<file path="src/rtl/context_swap_unit_pkg.sv">
// Shared definitions for the context swap unit: FSM encoding and frame layout.
package context_swap_unit_pkg;

  localparam int FRAME_WORDS = 33;
  localparam int PC_SLOT     = 32;
  localparam int CNT_WIDTH   = 6;

  typedef enum logic [2:0] {
    IDLE          = 3'd0,
    SAVE          = 3'd1,
    SAVE_PC       = 3'd2,
    RESTORE       = 3'd3,
    RESTORE_DRAIN = 3'd4,
    DONE          = 3'd5
  } state_e;

endpackage

</file>
<file path="src/rtl/context_swap_unit_frame_counter.sv">
// Frame word counter with terminal flags and the wrapping base + i address adder.
module context_frame_counter
  import context_swap_unit_pkg::*;
#(
  parameter int MEM_ADDR_WIDTH = 10
) (
  input  logic                      clk,
  input  logic                      reset,
  input  logic                      clear,
  input  logic                      inc,
  input  logic [MEM_ADDR_WIDTH-1:0] base,
  output logic [CNT_WIDTH-1:0]      count,
  output logic                      last_reg,
  output logic                      pc_slot,
  output logic [MEM_ADDR_WIDTH-1:0] frame_address
);

  logic [CNT_WIDTH-1:0] count_q;
  logic [CNT_WIDTH-1:0] count_d;

  always_comb begin
    count_d = count_q;
    if (clear) begin
      count_d = '0;
    end else if (inc) begin
      count_d = count_q + CNT_WIDTH'(1);
    end
  end

  always_ff @(posedge clk) begin
    if (reset) begin
      count_q <= '0;
    end else begin
      count_q <= count_d;
    end
  end

  assign count    = count_q;
  assign last_reg = (count_q == CNT_WIDTH'(PC_SLOT - 1));
  assign pc_slot  = (count_q == CNT_WIDTH'(PC_SLOT));
  // Truncation to the memory address width gives the silent modulo wrap.
  assign frame_address = base + MEM_ADDR_WIDTH'(count_q);

endmodule

</file>
<file path="src/rtl/context_swap_unit.sv">
// Saves or restores one 32-register context plus PC as a 33-word memory frame.
module context_swap_unit
  import context_swap_unit_pkg::*;
#(
  parameter int DATA_WIDTH     = 32,
  parameter int ADDR_WIDTH     = 5,
  parameter int MEM_ADDR_WIDTH = 10
) (
  input  logic                      clk_write,
  input  logic                      reset,
  input  logic                      start_save,
  input  logic                      start_restore,
  input  logic [MEM_ADDR_WIDTH-1:0] base_address,
  input  logic [DATA_WIDTH-1:0]     save_pc,
  input  logic [DATA_WIDTH-1:0]     rb_data,
  input  logic [DATA_WIDTH-1:0]     mem_read_data,
  output logic [ADDR_WIDTH-1:0]     rb_read_address,
  output logic [ADDR_WIDTH-1:0]     rb_write_address,
  output logic [DATA_WIDTH-1:0]     rb_write_data,
  output logic                      rb_write_flag,
  output logic [MEM_ADDR_WIDTH-1:0] mem_address,
  output logic [DATA_WIDTH-1:0]     mem_write_data,
  output logic                      mem_write_enable,
  output logic [DATA_WIDTH-1:0]     restored_pc,
  output logic                      busy,
  output logic                      done,
  output logic [2:0]                dbg_state
);

  state_e                    state_q, state_d;
  logic [MEM_ADDR_WIDTH-1:0] base_q, base_d;
  logic [DATA_WIDTH-1:0]     save_pc_q, save_pc_d;
  logic [DATA_WIDTH-1:0]     restored_pc_q, restored_pc_d;

  logic                      cnt_clear;
  logic                      cnt_inc;
  logic [CNT_WIDTH-1:0]      count;
  logic                      last_reg;
  logic                      pc_slot;
  logic [MEM_ADDR_WIDTH-1:0] frame_address;

  context_frame_counter #(
    .MEM_ADDR_WIDTH(MEM_ADDR_WIDTH)
  ) u_counter (
    .clk           (clk_write),
    .reset         (reset),
    .clear         (cnt_clear),
    .inc           (cnt_inc),
    .base          (base_q),
    .count         (count),
    .last_reg      (last_reg),
    .pc_slot       (pc_slot),
    .frame_address (frame_address)
  );

  always_comb begin
    state_d          = state_q;
    base_d           = base_q;
    save_pc_d        = save_pc_q;
    restored_pc_d    = restored_pc_q;
    cnt_clear        = 1'b0;
    cnt_inc          = 1'b0;
    rb_read_address  = '0;
    rb_write_address = '0;
    rb_write_data    = '0;
    rb_write_flag    = 1'b0;
    mem_address      = '0;
    mem_write_data   = '0;
    mem_write_enable = 1'b0;
    busy             = 1'b0;
    done             = 1'b0;

    unique case (state_q)
      IDLE: begin
        // Save wins a simultaneous request; the restore is simply dropped.
        if (start_save) begin
          base_d    = base_address;
          save_pc_d = save_pc;
          cnt_clear = 1'b1;
          state_d   = SAVE;
        end else if (start_restore) begin
          base_d    = base_address;
          cnt_clear = 1'b1;
          state_d   = RESTORE;
        end
      end

      SAVE: begin
        busy             = 1'b1;
        rb_read_address  = count[ADDR_WIDTH-1:0];
        mem_address      = frame_address;
        mem_write_data   = rb_data;
        mem_write_enable = 1'b1;
        cnt_inc          = 1'b1;
        if (last_reg) begin
          state_d = SAVE_PC;
        end
      end

      SAVE_PC: begin
        busy             = 1'b1;
        mem_address      = frame_address;
        mem_write_data   = save_pc_q;
        mem_write_enable = 1'b1;
        state_d          = DONE;
      end

      RESTORE: begin
        busy        = 1'b1;
        mem_address = frame_address;
        // Read data lags the address by one cycle, so write back the previous word.
        if (count != '0) begin
          rb_write_flag    = 1'b1;
          rb_write_address = count[ADDR_WIDTH-1:0] - ADDR_WIDTH'(1);
          rb_write_data    = mem_read_data;
        end
        if (pc_slot) begin
          state_d = RESTORE_DRAIN;
        end else begin
          cnt_inc = 1'b1;
        end
      end

      RESTORE_DRAIN: begin
        busy          = 1'b1;
        restored_pc_d = mem_read_data;
        state_d       = DONE;
      end

      DONE: begin
        done    = 1'b1;
        state_d = IDLE;
      end

      default: begin
        state_d = IDLE;
      end
    endcase
  end

  always_ff @(posedge clk_write) begin
    if (reset) begin
      state_q       <= IDLE;
      base_q        <= '0;
      save_pc_q     <= '0;
      restored_pc_q <= '0;
    end else begin
      state_q       <= state_d;
      base_q        <= base_d;
      save_pc_q     <= save_pc_d;
      restored_pc_q <= restored_pc_d;
    end
  end

  assign restored_pc = restored_pc_q;
  assign dbg_state   = state_q;

endmodule

</file>
<file path="config.mk">
export PLATFORM = sky130hd
export DESIGN_NAME = context_swap_unit
export DESIGN_NICKNAME = d
export VERILOG_FILES = /design/src/rtl/context_swap_unit_pkg.sv /design/src/rtl/context_swap_unit_frame_counter.sv /design/src/rtl/context_swap_unit.sv
export SDC_FILE = /design/constraint.sdc
export NUM_CORES = 1
export LEC_CHECK = 0
export ABC_AREA = 1
export CAP_MARGIN = 25
export CORE_AREA = 5 5 117 119
export DETAILED_ROUTE_END_ITERATION = 16
export DIE_AREA = 0 0 122 124
export PLACE_DENSITY = 0.73
export SYNTH_ARGS = -nofsm -noshare
export SYNTH_HDL_FRONTEND = slang
export SYNTH_SLANG_ARGS = --single-unit
</file>
<file path="constraint.sdc">
create_clock -name clk_write -period 1.7 [get_ports clk_write]
set_input_delay 0.17 -clock clk_write [delete_from_list [all_inputs] [get_ports clk_write]]
set_output_delay 0.17 -clock clk_write [all_outputs]
set_load 0.05 [all_outputs]
</file>
# After elaboration in Yosys (flattened, before gate mapping)
# Cells that the tools add are included.
[totals]
ff_bits = 83
in_bits = 110
out_inout_bits = 123
[op_classes]
add_sub_neg = 3
n_eq_ne = 10
n_mux = 24
n_reduce_logical = 11
[ops]
columns = ["operator", "count"]
rows = [
  ["two-way mux 32 bit", 2],
  ["one-hot mux 32 bit (2 select lines)", 1],
  ["two-way mux 10 bit", 3],
  ["two-way mux 5 bit", 3],
  ["two-way mux 3 bit", 4],
  ["one-hot mux 3 bit (4 select lines)", 1],
  ["adder 10 x 6 -> 10 bit", 1],
  ["two-way mux 1 bit", 9],
  ["adder 6 x 1 -> 6 bit (second input constant)", 1],
  ["equality test 3 x 2 -> 1 bit (second input constant)", 2],
  ["equality test 3 bit (second input constant)", 2],
  ["equality test 6 x 5 -> 1 bit (second input constant)", 1],
  ["equality test 6 bit (second input constant)", 1],
  ["nonzero test 6 bit", 1],
  ["OR reduction 2 bit", 3],
  ["subtractor 5 x 1 -> 5 bit (second input constant)", 1],
  ["inequality test 2 bit (second input constant)", 2],
  ["AND reduction 2 bit", 2],
  ["OR reduction 4 bit", 1],
  ["equality test 3 x 1 -> 1 bit (second input constant)", 1],
  ["zero test 3 bit", 1],
  ["inequality test 3 bit (second input constant)", 1],
  ["AND reduction 3 bit", 1],
  ["OR reduction 3 bit", 1],
  ["2 further kinds", 2],
]

# Longest topological paths before layout
# Gate-level depths: netlist of the first run.
[logic_depth]
ltp_word = 4
ltp_mapped = 10
mapped_depth_nobuf = 10

# Hierarchy
# A second synthesis of the first run with hierarchy kept.
[unflattened]
cells_unflattened = 632
hier_area_um2 = 4384.2
[modules_own_cells]
columns = ["mod", "instances", "cells_each", "area_each_um2"]
rows = [
  ["context_swap_unit", 1, 522, 3708.6],
  ["context_frame_counter", 1, 110, 675.6],
]

# Worst setup path after synthesis of the first run
# Ideal clock, no wire load.
[synth_path]
path_type = "register to output"
from = "reg state_q[1], in the netlist dbg_state[1]"
to = "out mem_write_data[0]"
arrival_ns = 2.279
t_required_ns = 1.530
slack_ns = -0.749
path_stages_with_launch = 4
n_path_buf = 1
cell_sequence = "dfxtp_1 nand3_1 clkbuf_1 o21ai_0"
[synth_between]
elab_chain_cells = 2
[synth_rtl]
columns = ["element", "line_no", "rtl"]
rows = [
  ["start, declared", "context_swap_unit.sv:30", "state_e state_q, state_d;"],
  ["start signal, assigned", "context_swap_unit.sv:148", "state_q <= state_d;"],
  ["equality test 3 x 2 -> 1 bit or equality test 3 x 1 -> 1 bit (tied branches)", "context_swap_unit.sv:73", "unique case (state_q)"],
  ["one-hot mux 32 bit (2 select lines) *", "context_swap_unit.sv:73", ""],
  ["end, declared", "context_swap_unit.sv:22", "output logic [DATA_WIDTH-1:0] mem_write_data,"],
]
# Mark *: on every way between the ends. The rest lies on a longest branch, timed or not.

# Final worst setup path of the first run
[layout_path]
from = "reg u_counter.count_q[0], in the netlist u_counter.count[0]"
to = "out mem_address[8]"
[layout_between]
elab_chain_cells = 2
[layout_rtl]
columns = ["element", "line_no", "rtl"]
rows = [
  ["start, declared", "context_swap_unit_frame_counter.sv:18", "logic [CNT_WIDTH-1:0] count_q;"],
  ["start signal, assigned", "context_swap_unit_frame_counter.sv:34", "count_q <= count_d;"],
  ["adder 10 x 6 -> 10 bit", "context_swap_unit_frame_counter.sv:42", "assign frame_address = base + MEM_ADDR_WIDTH'(count_q);"],
  ["two-way mux 10 bit", "context_swap_unit.sv:73", ""],
  ["end, declared", "context_swap_unit.sv:21", "output logic [MEM_ADDR_WIDTH-1:0] mem_address,"],
]
# Every way passes these cells.

==> results of run 1 <==
-- tightest hold or removal path, delay by kind of cell --
family / cells / cell delay (ns)
buffers and inverters: 1 / 0.41
and+or+nand+nor: 1 / 0.08
AOI/OAI and AO/OA: 1 / 0.06
-- timing repair --
action / 4_1_cts / 5_1_grt
buffers inserted: 23 / 8
endpoints found under the setup margin: 87 / 105
resized for setup: 165 / 83
hold buffers: 0 / 0
gates cloned: 6 / 2
pin swaps: 13 / 25
-- state kept, by name, indices dropped and copies added (netlist names) --
name / cells
restored_pc: 32
save_pc_q: 32
base_q: 10
u_counter.count: 6
dbg_state: 3
-- power by group --
group          leakage, nW  switching, mW  total, mW  internal (mW)
Combinational         3.35           2.89       5.00           2.11
Sequential           0.685          0.153       2.37           2.22
Clock                0.181          0.766       2.43           1.67
-- cell usage in the layout, fill, tap and decap left out, types with 8 or more instances in the layout --
cell type          n
dfxtp_1           71
nand2_1           39
nand2_2           15
clkdlybuf4s50_1  126
inv_1             81
o21ai_0           21
dlymetal6s2s_1    10
o21ai_4           34
nor2_1             8
buf_12            73
buf_4             45
a21oi_1           83
nand2_4           33
inv_2              8
nor2_4            53
nand3_1           19
clkbuf_16         11
o21ai_1           49
dfxtp_2            8
buf_6             35
ha_4               9
-- stage by stage --
step	hold WS [ns]	cell area (um^2)	power (mW)
after CTS	0.410	9440	9.76
final	0.432	9720	9.80
after detailed placement	0.460	8010	6.53
after global routing	0.446	9720	10.2
after global placement	0.458	8010	6.47
after floorplan	0.334	4810	4.78
-- kinds of logic (layout without fill, tap and decap cells) --
kind of cell / after synthesis / after routing / share of synthesized area
adders and majority gates: 10 / 10 / 0.0313
DFF: 83 / 83 / 0.392
AOI/OAI and AO/OA: 200 / 200 / 0.238
and+or+nand+nor: 185 / 186 / 0.189
buffers and inverters: 132 / 410 / 0.137
xor gates and xnor gates: 6 / 6 / 0.0124
-- final cells by class --
class                      count  area [um^2]
clock buffer                  11          254
fill                         774         2750
tap                          172          215
clock inverter                 4          120
sequential                    83         1690
multi-input combinational    402         3280
timing repair buffer         298         3760
inverter                      97          399
-- worst paths after layout --
| path | from | endpoint | slack, ns | cells after the start |
|---|---|---|---|---|
| max | u_counter.count[0]$_SDFFE_PP0P_ | mem_address[8] | -0.40 | 10 |
| min | base_address[5] | base_q[5]$_SDFFE_PP0P_ | 0.43 | 3 |
| max reg2reg | dbg_state[2]$_SDFFE_PP0P_ | save_pc_q[17]$_SDFFE_PP0P_ | 0.12 | 7 |
| min reg2reg | base_q[9]$_SDFFE_PP0P_ | base_q[9]$_SDFFE_PP0P_ | 0.48 | 2 |
-- layer usage --
layer,vias to the layer above,wire length [um]
met1,2496,7040
met3,40,1540
li1,2549,-
met4,0,590
met2,230,10000
met5,-,0
==> impl_metrics.ini, run 1 <==
[run_status]
outcome = complete, but fails checks
violations = negative setup slack

[pwr]
p_leak_nw = 4.22
peakVddDrop_mv = 0.574
powerDensity_mw_per_mm2 = 1010

[detailed_routing]
drt_first_pass_iters = 4
wire_per_inst_um = 18.0
viasPerCell = 4.98
wirelength_um = 19200
drcViolationCount = 0
drtIter0Drc = 322
vias = 5315
antenna_left = 0

[synthesis]
yosys-top-cells-area = dfxtp_1, a21oi_1, inv_1
syn_inst = 616
netlist.area_leader.share = 0.392
ys_top_cells_by_count = a21oi_1, inv_1, dfxtp_1
synth_area_mm2 = 0.00424
ys_seq_elements = 83
yosys_warnings = 0
synth_ff_type = dfxtp_1
yosysSeqAreaShare = 0.392
synth_nets = 736
synthArstFlopShare = 0
yosysMostFrequentCell = a21oi_1
yosysTopAreaCell = dfxtp_1
synth_edf_count = 0
synth_cell_types = 31
avgSynthCellArea_um2 = 6.88

[placement]
place_inst = 1021
place.gp.congestion = 0.892
portBuffers = 232
post-place-ws_ns = -0.0897
dp_hpwl_um = 12000

[setup_path]
crit_path_end_kind = output pin
worst-path-buf-inv = 3
critPathMaxStageDelay_ns = 0.37
critPathKind = reg -> out
crit_family = adder cells
worstSetupStartpointType = register
slowest_stage = dfxtp_4
arrival_ns = 1.93
path_cells = ha_4, inv_2, fa_2, inv_2, nand3_2, nand2_4, nand2_2, a21oi_2, nor2_4, buf_12
cpMostUsedCell = inv_2
critPathMaxFanout = 4
cp.required_ns = 1.53

[sta]
period_share = 1.24
fin_crit_ns = 2.10
fin_skew_ns = 0.00867
clock.fmax_mhz = 475
drv_slew = 0
worst_pin_slew_ns = 0.548
layout_setup_ws_ns = -0.404
relSlewSlack = 0.634
tns_ns = -13.32
hold_violations = 0
rsz0062_at_grt = yes
finalSetupViolCount = 74

[cts]
h-tree-depth = 3
cts.path.max_buffers = 2
cts_tree = done
cts_made_buffers = 9
clkTransAtPathRegs_ns = 0.06
worst_skew_pair.late_latency_ns = 0.33
cts_root_buffer = clkbuf_16
cts_num_sinks = 83

[global_route]
grt_pass1_wl_um = 28100
antenna_found_initial = 0
gr-usage-met2 = 0.421
overflow = 0
top_usage_layer = met2
grt_max_degree = 65
met1_usage = 0.263
use_met3 = 0.0654
grt_pass1_vias = 5488
grt_use_total = 0.234

[layout]
nets = 1011
syn2layout_area_growth_pct = 129
drive_gt1_frac = 0.417
antenna-diode-count = 0
final_util = 0.779
final_cells = 1067

[floorplan]
core_area_mm2 = 0.0125
initial_core_util = 0.340
fp.dieW_um = 122
fp.dieArea_mm2 = 0.0151
io_pins = 233
num_rows = 41
dieHeight_um = 124

[flow_run]
cap_violations = 0

[hold_path]
hold_class = in -> reg
No activity file was read; power rests on OpenSTA's default activity.
==> run 2: changes to the inputs <==
- HOLD_SLACK_MARGIN: not set -> 0.03
==> results of run 2 <==
Final layout, timing and power as in run 1 (identical DEF).
